--- src/rtl/dma_cfg_seq.sv ---
// Sequencer that turns one DMA transfer command into ordered AXI-Lite register writes.
// Optional build macro DMA_CFG_IRQ_EN: clears status and enables IOC/Err interrupts in CR.
module dma_cfg_seq #(
  parameter int unsigned LEN_W   = 26,
  parameter int unsigned TIMEOUT = 1023
) (
  input  logic             clk,
  input  logic             rst,
  input  logic             cmd_valid,
  output logic             cmd_ready,
  input  logic             cmd_chan,
  input  logic [31:0]      cmd_addr,
  input  logic [LEN_W-1:0] cmd_len,
  output logic [31:0]      lite_wdata,
  output logic [9:0]       lite_awaddr,
  output logic             lite_valid,
  input  logic             lite_end,
  output logic             cfg_busy,
  output logic             cfg_done,
  output logic             cfg_err
);

  localparam int unsigned CNT_W = (TIMEOUT > 0) ? $clog2(TIMEOUT + 1) : 1;

  typedef enum logic [3:0] {
    S_IDLE, S_WR_SR, S_WAIT_SR, S_WR_CR, S_WAIT_CR, S_WR_ADDR, S_WAIT_ADDR,
    S_WR_LEN, S_WAIT_LEN, S_DONE, S_ERR
  } state_e;

`ifdef DMA_CFG_IRQ_EN
  localparam state_e      FIRST_WR = S_WR_SR;
  localparam logic [31:0] CR_DATA  = 32'h0000_5001;
`else
  localparam state_e      FIRST_WR = S_WR_CR;
  localparam logic [31:0] CR_DATA  = 32'h0000_0001;
`endif
  localparam logic [31:0] SR_CLEAR = 32'h0000_5000;

  state_e           state_q, state_d;
  logic [CNT_W-1:0] cnt_q, cnt_d;
  logic             chan_q, chan_d;
  logic [31:0]      addr_q, addr_d;
  logic [LEN_W-1:0] len_q, len_d;
  logic             ready_q, ready_d;
  logic             busy_q, busy_d;
  logic             done_q, done_d;
  logic             err_q, err_d;
  logic             valid_q, valid_d;
  logic [9:0]       awaddr_q, awaddr_d;
  logic [31:0]      wdata_q, wdata_d;

  // S2MM register block sits 0x30 above the MM2S block
  function automatic logic [9:0] reg_off(input logic chan, input logic [9:0] base);
    return chan ? base + 10'h030 : base;
  endfunction

  function automatic state_e wait_of(input state_e s);
    case (s)
      S_WR_SR:   return S_WAIT_SR;
      S_WR_CR:   return S_WAIT_CR;
      S_WR_ADDR: return S_WAIT_ADDR;
      default:   return S_WAIT_LEN;
    endcase
  endfunction

  function automatic state_e next_wr(input state_e s);
    case (s)
      S_WAIT_SR:   return S_WR_CR;
      S_WAIT_CR:   return S_WR_ADDR;
      S_WAIT_ADDR: return S_WR_LEN;
      default:     return S_DONE;
    endcase
  endfunction

  // Next-state logic; outputs are decoded from the next state so they register alongside it
  always_comb begin
    state_d  = state_q;
    cnt_d    = cnt_q;
    chan_d   = chan_q;
    addr_d   = addr_q;
    len_d    = len_q;
    valid_d  = 1'b0;
    awaddr_d = awaddr_q;
    wdata_d  = wdata_q;

    case (state_q)
      S_IDLE: begin
        if (cmd_valid) begin
          chan_d  = cmd_chan;
          addr_d  = cmd_addr;
          len_d   = cmd_len;
          state_d = FIRST_WR;
        end
      end
      S_WR_SR, S_WR_CR, S_WR_ADDR, S_WR_LEN: begin
        cnt_d   = '0;
        state_d = (len_q == '0) ? S_ERR : wait_of(state_q);
      end
      S_WAIT_SR, S_WAIT_CR, S_WAIT_ADDR, S_WAIT_LEN: begin
        if (lite_end) begin
          state_d = next_wr(state_q);
        end else if (TIMEOUT != 0) begin
          cnt_d = cnt_q + CNT_W'(1);
          if (cnt_d == CNT_W'(TIMEOUT)) state_d = S_ERR;
        end
      end
      default: state_d = S_IDLE;
    endcase

    ready_d = (state_d == S_IDLE);
    busy_d  = !(state_d inside {S_IDLE, S_DONE, S_ERR});
    done_d  = (state_d == S_DONE);
    err_d   = (state_d == S_ERR);

    // A zero-length command parks one cycle in the first write state without a strobe
    if (len_d != '0) begin
      case (state_d)
        S_WR_SR: begin
          valid_d  = 1'b1;
          awaddr_d = reg_off(chan_d, 10'h004);
          wdata_d  = SR_CLEAR;
        end
        S_WR_CR: begin
          valid_d  = 1'b1;
          awaddr_d = reg_off(chan_d, 10'h000);
          wdata_d  = CR_DATA;
        end
        S_WR_ADDR: begin
          valid_d  = 1'b1;
          awaddr_d = reg_off(chan_d, 10'h018);
          wdata_d  = addr_d;
        end
        S_WR_LEN: begin
          valid_d  = 1'b1;
          awaddr_d = reg_off(chan_d, 10'h028);
          wdata_d  = 32'(len_d);
        end
        default: ;
      endcase
    end
  end

  always_ff @(posedge clk) begin
    if (rst) begin
      state_q  <= S_IDLE;
      cnt_q    <= '0;
      chan_q   <= 1'b0;
      addr_q   <= '0;
      len_q    <= '0;
      ready_q  <= 1'b1;
      busy_q   <= 1'b0;
      done_q   <= 1'b0;
      err_q    <= 1'b0;
      valid_q  <= 1'b0;
      awaddr_q <= '0;
      wdata_q  <= '0;
    end else begin
      state_q  <= state_d;
      cnt_q    <= cnt_d;
      chan_q   <= chan_d;
      addr_q   <= addr_d;
      len_q    <= len_d;
      ready_q  <= ready_d;
      busy_q   <= busy_d;
      done_q   <= done_d;
      err_q    <= err_d;
      valid_q  <= valid_d;
      awaddr_q <= awaddr_d;
      wdata_q  <= wdata_d;
    end
  end

  assign cmd_ready   = ready_q;
  assign cfg_busy    = busy_q;
  assign cfg_done    = done_q;
  assign cfg_err     = err_q;
  assign lite_valid  = valid_q;
  assign lite_awaddr = awaddr_q;
  assign lite_wdata  = wdata_q;

endmodule

--- config.mk ---
export PLATFORM = sky130hd
export DESIGN_NAME = dma_cfg_seq
export DESIGN_NICKNAME = d
export VERILOG_FILES = /design/src/rtl/dma_cfg_seq.sv
export SDC_FILE = /design/constraint.sdc
export NUM_CORES = 1
export LEC_CHECK = 0
export BUFFER_PORTS_ARGS = -buffer_cell sky130_fd_sc_hd__buf_2
export CAP_MARGIN = 30
export CORE_UTILIZATION = 35
export DETAILED_ROUTE_END_ITERATION = 8
export PLACE_DENSITY = 0.62
export SLEW_MARGIN = 20
export SYNTH_ARGS = -nofsm -noshare
export SYNTH_HDL_FRONTEND = slang
export SYNTH_SLANG_ARGS = --single-unit
--- constraint.sdc ---
create_clock -name clk -period 2.07 [get_ports clk]
set_input_delay 0.1035 -clock clk [delete_from_list [all_inputs] [get_ports clk]]
set_output_delay 0.1035 -clock clk [all_outputs]
set_load 0.05 [all_outputs]
======== Word level (Yosys, flattened, before mapping) ========
Cells that the tools add are included.
word-level totals
  bits in registers ....................... 120
  bits of input ports ..................... 63
  output and inout port bits .............. 47
  word-level logic and storage cells ...... 66
operators by class
  add/subtract/negate cells ............... 1
  equal/unequal tests ..................... 16
  muxes and demuxes ....................... 22
  bitwise operators ....................... 1
  reductions and logical operators ........ 14
operator list
  cell                                                             number
  32-bit one-hot mux with 4 select lines                           1
  32-bit two-way mux                                               2
  26-bit two-way mux                                               2
  10-bit one-hot mux with 4 select lines                           1
  4-bit one-hot mux with 3 select lines                            3
  26-bit zero test                                                 1
  26-bit nonzero test                                              1
  4-bit by 3-bit == test with 1-bit output, second input constant  6
  10-bit one-hot mux with 2 select lines                           1
  4-bit two-way mux                                                4
  7-bit two-way mux                                                2
  4-bit by 2-bit == test with 1-bit output, second input constant  3
  4-bit == test, second input constant                             3
  6-bit two-way mux                                                2
  4-bit OR reduction                                               3
  10-bit by 1-bit adder with 10-bit output, second input constant  1
  10-bit == test, second input constant                            1
  10-bit two-way mux                                               1
  4-bit by 1-bit == test with 1-bit output, second input constant  2
  4-bit zero test                                                  2
  2-bit AND reduction                                              2
  4-bit nonzero test                                               1
  1-bit two-way mux                                                3
  3-bit nonzero test                                               1
  other kinds (5)                                                  5

======== Depth between registers and ports, before layout ========
Gate-level depths: netlist of run 1.
  depth in word-level cells ............... 8
  gate-level depth with buffers ........... 10
  mapped depth without buffers ............ 8

======== Worst setup path after synthesis of run 1 ========
Ideal clock, no wire load.
  path type ............................... reg-to-reg
  from .................................... register cnt_q[0]
  to ...................................... register wdata_q[0], in the netlist lite_wdata[0]
  library setup time ...................... 91 ps
  arrival time ............................ 1964 ps
  required time ........................... 1979 ps
  slack ................................... 15 ps
  cell stages (with the launch flop) ...... 10
  buffers on the path ..................... 1
  period minus slack after synthesis ...... 2055 ps
  cells stage by stage .................... dfxtp_1 -> ha_1 -> clkbuf_1 -> nand2_1 -> o31ai_1 -> o2bb2ai_1 -> nand3_1 -> a31oi_1 -> o211ai_1 -> a311oi_1
between the ends
  cells in the longest elaborated chain, start to end .. 8
  elaborated cells between the ends (all ways) .. 12
  classes of those cells .................. add/sub (1); eq/ne (5); mux (4); reduce/logical (2)
ends and longest elaborated chain
  item                                                              RTL line  RTL
  from (decl)                                                       40        logic [CNT_W-1:0] cnt_q, cnt_d;
  from (signal assigned)                                            159       cnt_q <= cnt_d;
  10-bit by 1-bit adder with 10-bit output *                        103       cnt_d = cnt_q + CNT_W'(1);
  10-bit == test *                                                  104       if (cnt_d == CNT_W'(TIMEOUT)) state_d = S_ERR;
  4-bit two-way mux *                                               104
  4-bit two-way mux *                                               100       if (lite_end) begin
  4-bit one-hot mux with 3 select lines *                           86        case (state_q)
  4-bit by 3-bit == test with 1-bit output (tied with other cells)  117       case (state_d)
  4-bit nonzero test (no line)                                      --
  2-bit AND reduction (no line)                                     --
  to (signal assigned)                                              169       wdata_q <= wdata_d;
  to (decl)                                                         50        logic [31:0] wdata_q, wdata_d;
Every way passes the cells marked *; elsewhere a longest branch is shown, timed or not.
A chain may end at the register's enable or synchronous reset.

======== Final worst setup path of run 1 ========
  from .................................... register cnt_q[1]
  to ...................................... register wdata_q[0], in the netlist lite_wdata[0]
Same word-level chain as after synthesis.

==> results.sh, run 1 <==
export IMPL_status="finished clean"
export IMPL_routedWlPerCell_um=15.2
export IMPL_grt_pass1_wl_mm=19.5
export IMPL_clock_skew_ns=0.00669
export IMPL_p_leak_nw=2.74
export IMPL_path_class="reg -> reg"
export IMPL_max_stage_delay_ns=0.41
export IMPL_synthCells=513
export IMPL_area_growth_syn_to_layout_pct=43.1
export IMPL_worstPathArrival_ns=2.35
export IMPL_setup_violations=0
export IMPL_p_sw_mw=1.90
export IMPL_crit_path_top_delay_cell="or3_4"
export IMPL_dp_slack_ns=-0.0208
export IMPL_track_usage_pct=19.2
export IMPL_routed_wl_mm=13.1
export IMPL_fmaxAchievable_ghz=0.494
export IMPL_cp_end_kind="flip-flop"
export IMPL_period_share_pct=97.8
export IMPL_io_buffers=104
export IMPL_synth_ff_type="dfxtp_1"
export IMPL_tightest_slew_ns=0.464
export IMPL_drc=0
export IMPL_crit_family="simple AND/OR/NAND/NOR gates"
export IMPL_grt_pass1_vias=4091
export IMPL_drt_iter0_markers=340
export IMPL_hold_violations=0
export IMPL_vdd_drop_max_uv=491
export IMPL_dr_pass1_iters=5
export IMPL_switching_share_pct=28.9
export IMPL_fin_crit_ns=2.02
export IMPL_max_slew_margin_pct=68.2
export IMPL_cts_tree="built"
export IMPL_ys_ff_latch=115
export IMPL_grt_max_degree=49
export IMPL_pwr_share_seq_pct=37.7
export IMPL_hold_class="in -> reg"
export IMPL_antenna_found_initial=0
export IMPL_finalPower_mw=6.58
export IMPL_viasPerCell=5.05
export IMPL_die_h_um=116
export IMPL_layout_drive_gt1_share_pct=29.3
export IMPL_cts_inserted_buffers=17
export IMPL_ant_nets=0
export IMPL_dp_hpwl_mm=8.47
export IMPL_internal_power_mw=4.68
export IMPL_pwr_share_comb_pct=21.6
export IMPL_cts_root_buf="clkbuf_16"
export IMPL_vias=4325
export IMPL_path_cells="buf_4, and4_4, xnor2_1, a211oi_2, nand4_1, nand2_2, or3_4, a311oi_2"
export IMPL_post_dp_cell_area_um2=5370
export IMPL_syn_avg_cell_area_um2=8.94
export IMPL_ys_seq_area_share_pct=50.2
export IMPL_maxSlewViolCount=0
export IMPL_die_area_um2=13600
export IMPL_rows=41
export IMPL_io_pin_count=110
export IMPL_fp_dieW_um=116
export IMPL_gp_congestion=0.908
export IMPL_async_flop_share_pct=0
export IMPL_diodes=0
export IMPL_crit_fanout=7
export IMPL_power_frac_clock_pct=40.8
export IMPL_setup_ws_ns=0.0460
export IMPL_path_buf_inv=1
export IMPL_critPathLaunchType="flip-flop"
export IMPL_initial_core_util_pct=36.1
export IMPL_power_density_nw_per_um2=1000
export IMPL_synth_edff_count=0
export IMPL_core_um2=12700
export IMPL_synth_area_um2=4590
export IMPL_ys_warn_count=0
export IMPL_clkTransAtPathRegs_ns=0.05
export IMPL_cts_sinks=115
export IMPL_clock_latency_ns=0.42
export IMPL_cap_viol_max_count=0
export IMPL_postLayoutCellArea_um2=6570
export IMPL_htreeDepth=4
export IMPL_cts_path_max_buffers=2
export IMPL_synth_cell_type_count=51
export IMPL_final_nets=740
export IMPL_critPathRequiredTime_ns=2.40
export IMPL_overflow=0
synth_stat cells (all sizes together), types with 9 or more instances:
| library cell | n | area share [%] |
|---|---|---|
| nand3 | 9 | 1.1 |
| nor4 | 12 | 1.6 |
| a22oi | 26 | 4.3 |
| buf | 20 | 2.9 |
| mux2i | 29 | 6.3 |
| a21oi | 43 | 4.7 |
| nand2 | 73 | 6.0 |
| o21ai | 33 | 3.6 |
| dfxtp | 115 | 50 |
| clkbuf | 19 | 1.6 |
| nor2 | 61 | 5.4 |
area by class of cell:
class / instances / area, um^2
fill: 1167 / 6150
sequential: 115 / 2310
multi-input combinational: 361 / 2220
timing repair buffer: 178 / 1280
clock buffer: 23 / 488
tap: 172 / 215
clock inverter: 6 / 55.1
inverter: 2 / 7.51
final timing paths:
path	startpoint	end	slack [ns]	cells after the start
setup / recovery	cnt_q[1]	lite_wdata[0]	0.05	8
hold / removal	cmd_len[4]	len_q[4]	0.02	3
setup reg to reg	cnt_q[1]	lite_wdata[0]	0.05	8
hold reg to reg	addr_q[15]	addr_q[15]	0.46	2
power groups by stage:
stage | sequential (mW) | clock, mW | combinational [mW]
global route | 2.49 | 2.82 | 1.53
detailed placement | 2.51 | 0 | 1.22
CTS | 2.47 | 2.73 | 1.29
global placement | 2.51 | 0 | 1.21
floorplan | 2.70 | 0 | 0.660
finish | 2.48 | 2.69 | 1.42
per-layer routing:
layer | global-route usage (%) | routed length (um)
met2 | 32.9 | 6550
met3 | 4.77 | 727
met4 | 11.1 | 299
met1 | 21.8 | 5490
met5 | 0 | 0
worst register-to-register path: stages, from the launching register on:
cell	delay, ns
dfxtp_2	0.35
buf_4	0.15
and4_4	0.24
xnor2_1	0.14
a211oi_2	0.08
nand4_1	0.17
nand2_2	0.13
or3_4	0.41
a311oi_2	0.27
cell usage in the layout (no fill, tap or decap), types with 4 or more instances in the layout:
master,count
a211oi_1,4
a22o_1,6
dfxtp_1,111
nor4_1,5
mux2i_1,29
and2_1,4
a22oi_1,26
clkinv_2,5
dlygate4sd3_1,41
a31oi_1,4
buf_2,104
nand2_1,72
nor3_1,4
buf_4,24
dfxtp_2,4
clkbuf_8,4
o21ai_0,6
buf_12,6
nor2_1,56
a21oi_1,42
conb_1,5
clkbuf_16,18
o21ai_1,26
nand3_1,8
nor4_2,7
stage by stage:
stage	TNS, ns	utilization [%]	std cells	hold WS [ns]
after global placement	0	42.2	777	0.367
after global routing	-0.0250	51.6	857	0.0175
after CTS	0	49.7	847	0.000493
after detailed placement	-0.0208	42.2	777	0.372
after floorplan	0	-	517	0.257
final	0	51.6	857	0.0170
kinds of logic after synthesis:
logic type                 synth area share, %
and+or+nand+nor                           19.5
AOI/OAI and AO/OA                         17.8
DFF                                       50.2
buffers and inverters                     4.69
muxes                                     6.33
xor gates and xnor gates                 0.955
adders and majority gates                0.545
other                                   0.0817
repair_timing:
action	in CTS	in global routing
buffers inserted	0	7
pin swaps	0	10
hold endpoints to repair	41	0
gates resized for setup	1	33
setup endpoints to repair	3	37
hold buffers	41	0
gates cloned	0	3
registers in the layout (all words and copies together) (netlist names):
signal       cells
addr_q          32
lite_wdata      32
len_q           26
cnt_q           10
lite_awaddr      5
state_q          4
cfg_busy         1
cfg_done         1
cfg_err          1
chan_q           1
cmd_ready        1
lite_valid       1
Note: power is estimated with default switching activity, not from simulation.
==> inputs of run 2 (changes only) <==
CTS_CLUSTER_SIZE = 30   (was unset)
clock period = 1.8 ns   (was 2.07 ns; I/O delays follow)
==> results.sh, run 2 (synthesis gave the netlist of run 1 again) <==
export IMPL_status="finished, violations left"
export IMPL_violations="setup timing"
export IMPL_cts_path_max_buffers=2
export IMPL_dp_slack_ns=-0.239
export IMPL_multiInputGateArea_um2=2690
export IMPL_period_share_pct=110
export IMPL_final_nets=781
export IMPL_fp_dieW_um=116
export IMPL_setup_violations=47
export IMPL_die_area_um2=13600
export IMPL_crit_fanout=8
export IMPL_cp_end_kind="flip-flop"
export IMPL_viasPerCell=5.14
export IMPL_htreeDepth=4
export IMPL_hold_violations=0
export IMPL_dp_hpwl_mm=9.00
export IMPL_rsz0062_at_grt="true"
export IMPL_clock_latency_ns=0.42
export IMPL_power_frac_clock_pct=41.3
export IMPL_maxSlewViolCount=0
export IMPL_area_growth_syn_to_layout_pct=66.2
export IMPL_routed_wl_mm=15.4
export IMPL_pwr_share_comb_pct=24.6
export IMPL_clock_skew_ns=0.0102
export IMPL_track_usage_pct=21.3
export IMPL_cts_tree="built"
export IMPL_cap_viol_max_count=0
export IMPL_ant_nets=0
export IMPL_grt_pass1_vias=4460
export IMPL_fin_util_pct=60.0
export IMPL_grt_max_degree=51
export IMPL_pwr_share_seq_pct=34.1
export IMPL_switching_share_pct=29.5
export IMPL_critPathLaunchType="flip-flop"
export IMPL_post_dp_cell_area_um2=5660
export IMPL_grt_pass1_wl_mm=21.6
export IMPL_power_density_nw_per_um2=1110
export IMPL_final_common_cell="buf_2"
export IMPL_p_leak_nw=3.11
export IMPL_crit_path_top_delay_cell="dfxtp_2"
export IMPL_vias=4633
export IMPL_final_cell_mix="104 x buf_2, 93 x dfxtp_1, 72 x nand2_1"
export IMPL_initial_core_util_pct=36.1
export IMPL_antenna_found_initial=1
export IMPL_fmaxAchievable_ghz=0.504
export IMPL_regArea_um2=2330
export IMPL_cts_sinks=115
export IMPL_dr_pass1_iters=5
export IMPL_path_class="reg -> reg"
export IMPL_gp_congestion=0.841
export IMPL_vdd_drop_max_uv=476
export IMPL_io_buffers=104
export IMPL_max_stage_delay_ns=0.34
export IMPL_critPathRequiredTime_ns=2.14
export IMPL_fin_crit_ns=1.98
export IMPL_cts_inserted_buffers=17
export IMPL_drt_iter0_markers=290
export IMPL_cts_root_buf="clkbuf_16"
export IMPL_path_cells="nor4_4, nand4_1, nor2_1, buf_4, buf_6, a211oi_4, nor2_4, clkbuf_16, a22oi_1, o21ai_1"
export IMPL_internal_power_mw=5.98
export IMPL_routedWlPerCell_um=17.1
export IMPL_layout_drive_gt1_share_pct=44.7
export IMPL_die_h_um=116
export IMPL_postLayoutCellArea_um2=7630
export IMPL_tns_ns=-5.04
export IMPL_p_sw_mw=2.50
export IMPL_overflow=0
export IMPL_setup_ws_ns=-0.182
export IMPL_drc=0
export IMPL_core_um2=12700
export IMPL_clkTransAtPathRegs_ns=0.06
export IMPL_rows=41
export IMPL_hold_class="in -> reg"
export IMPL_worstPathArrival_ns=2.32
export IMPL_io_pin_count=110
export IMPL_fillers=1062
-- run 2: per-layer routing --
layer | global-route usage, % | routed length [um] | up-vias
met1 | 24.0 | 6010 | 2202
met3 | 5.55 | 902 | 45
met5 | 0 | 0 | -
met4 | 11.1 | 555 | 0
met2 | 36.8 | 7970 | 161
li1 | - | - | 2225
-- run 2: power by group through the flow --
stage | registers [mW] | logic (mW) | clock network (mW)
3_3_place_gp | 2.89 | 1.53 | 0
5_1_grt | 2.91 | 2.21 | 3.70
2_1_floorplan | 3.11 | 0.790 | 0
6_report | 2.90 | 2.09 | 3.50
4_1_cts | 2.85 | 1.79 | 3.56
3_5_place_dp | 2.89 | 1.55 | 0
-- run 2: per-stage QoR --
| stage | hold WS [ns] | std cells | power, mW |
|---|---|---|---|
| after global routing | 0.0341 | 902 | 8.83 |
| after floorplan | 0.244 | 517 | 3.90 |
| final | 0.0203 | 902 | 8.49 |
| after detailed placement | 0.360 | 803 | 4.45 |
| after CTS | 0.00277 | 896 | 8.20 |
| after global placement | 0.355 | 803 | 4.41 |
-- run 2: path summary, 6_finish.rpt --
check	cells after the start	endpoint	slack, ns	from
hold reg to reg	2	addr_q[31]	0.46	addr_q[31]
setup reg to reg	10	lite_wdata[5]	-0.18	len_q[5]
setup / recovery	10	lite_wdata[5]	-0.18	len_q[5]
hold / removal	3	len_q[3]	0.02	cmd_len[3]
-- run 2: worst max-delay path, delay by kind of cell, from the launching register on --
family,cells,cell delay (ns)
simple gates,4,0.82
buf+inv,3,0.50
flops,1,0.34
compound gates,3,0.24
-- run 2: layout make-up --
| type | count | area share [%] |
|---|---|---|
| timing repair buffer | 219 | 22.9 |
| clock buffer | 21 | 6.30 |
| inverter | 2 | 0.131 |
| sequential | 115 | 30.6 |
| multi-input combinational | 361 | 35.2 |
| clock inverter | 11 | 1.98 |
| antenna | 1 | 0.0328 |
| tap | 172 | 2.82 |
-- run 2: repair_timing --
item,4_1_cts,5_1_grt
endpoints found under the setup margin,52,61
endpoints found under the hold margin,58,0
hold buffers,52,0
gates resized for setup,44,107
pin swaps,5,35
buffers inserted,8,4
gates cloned,2,2
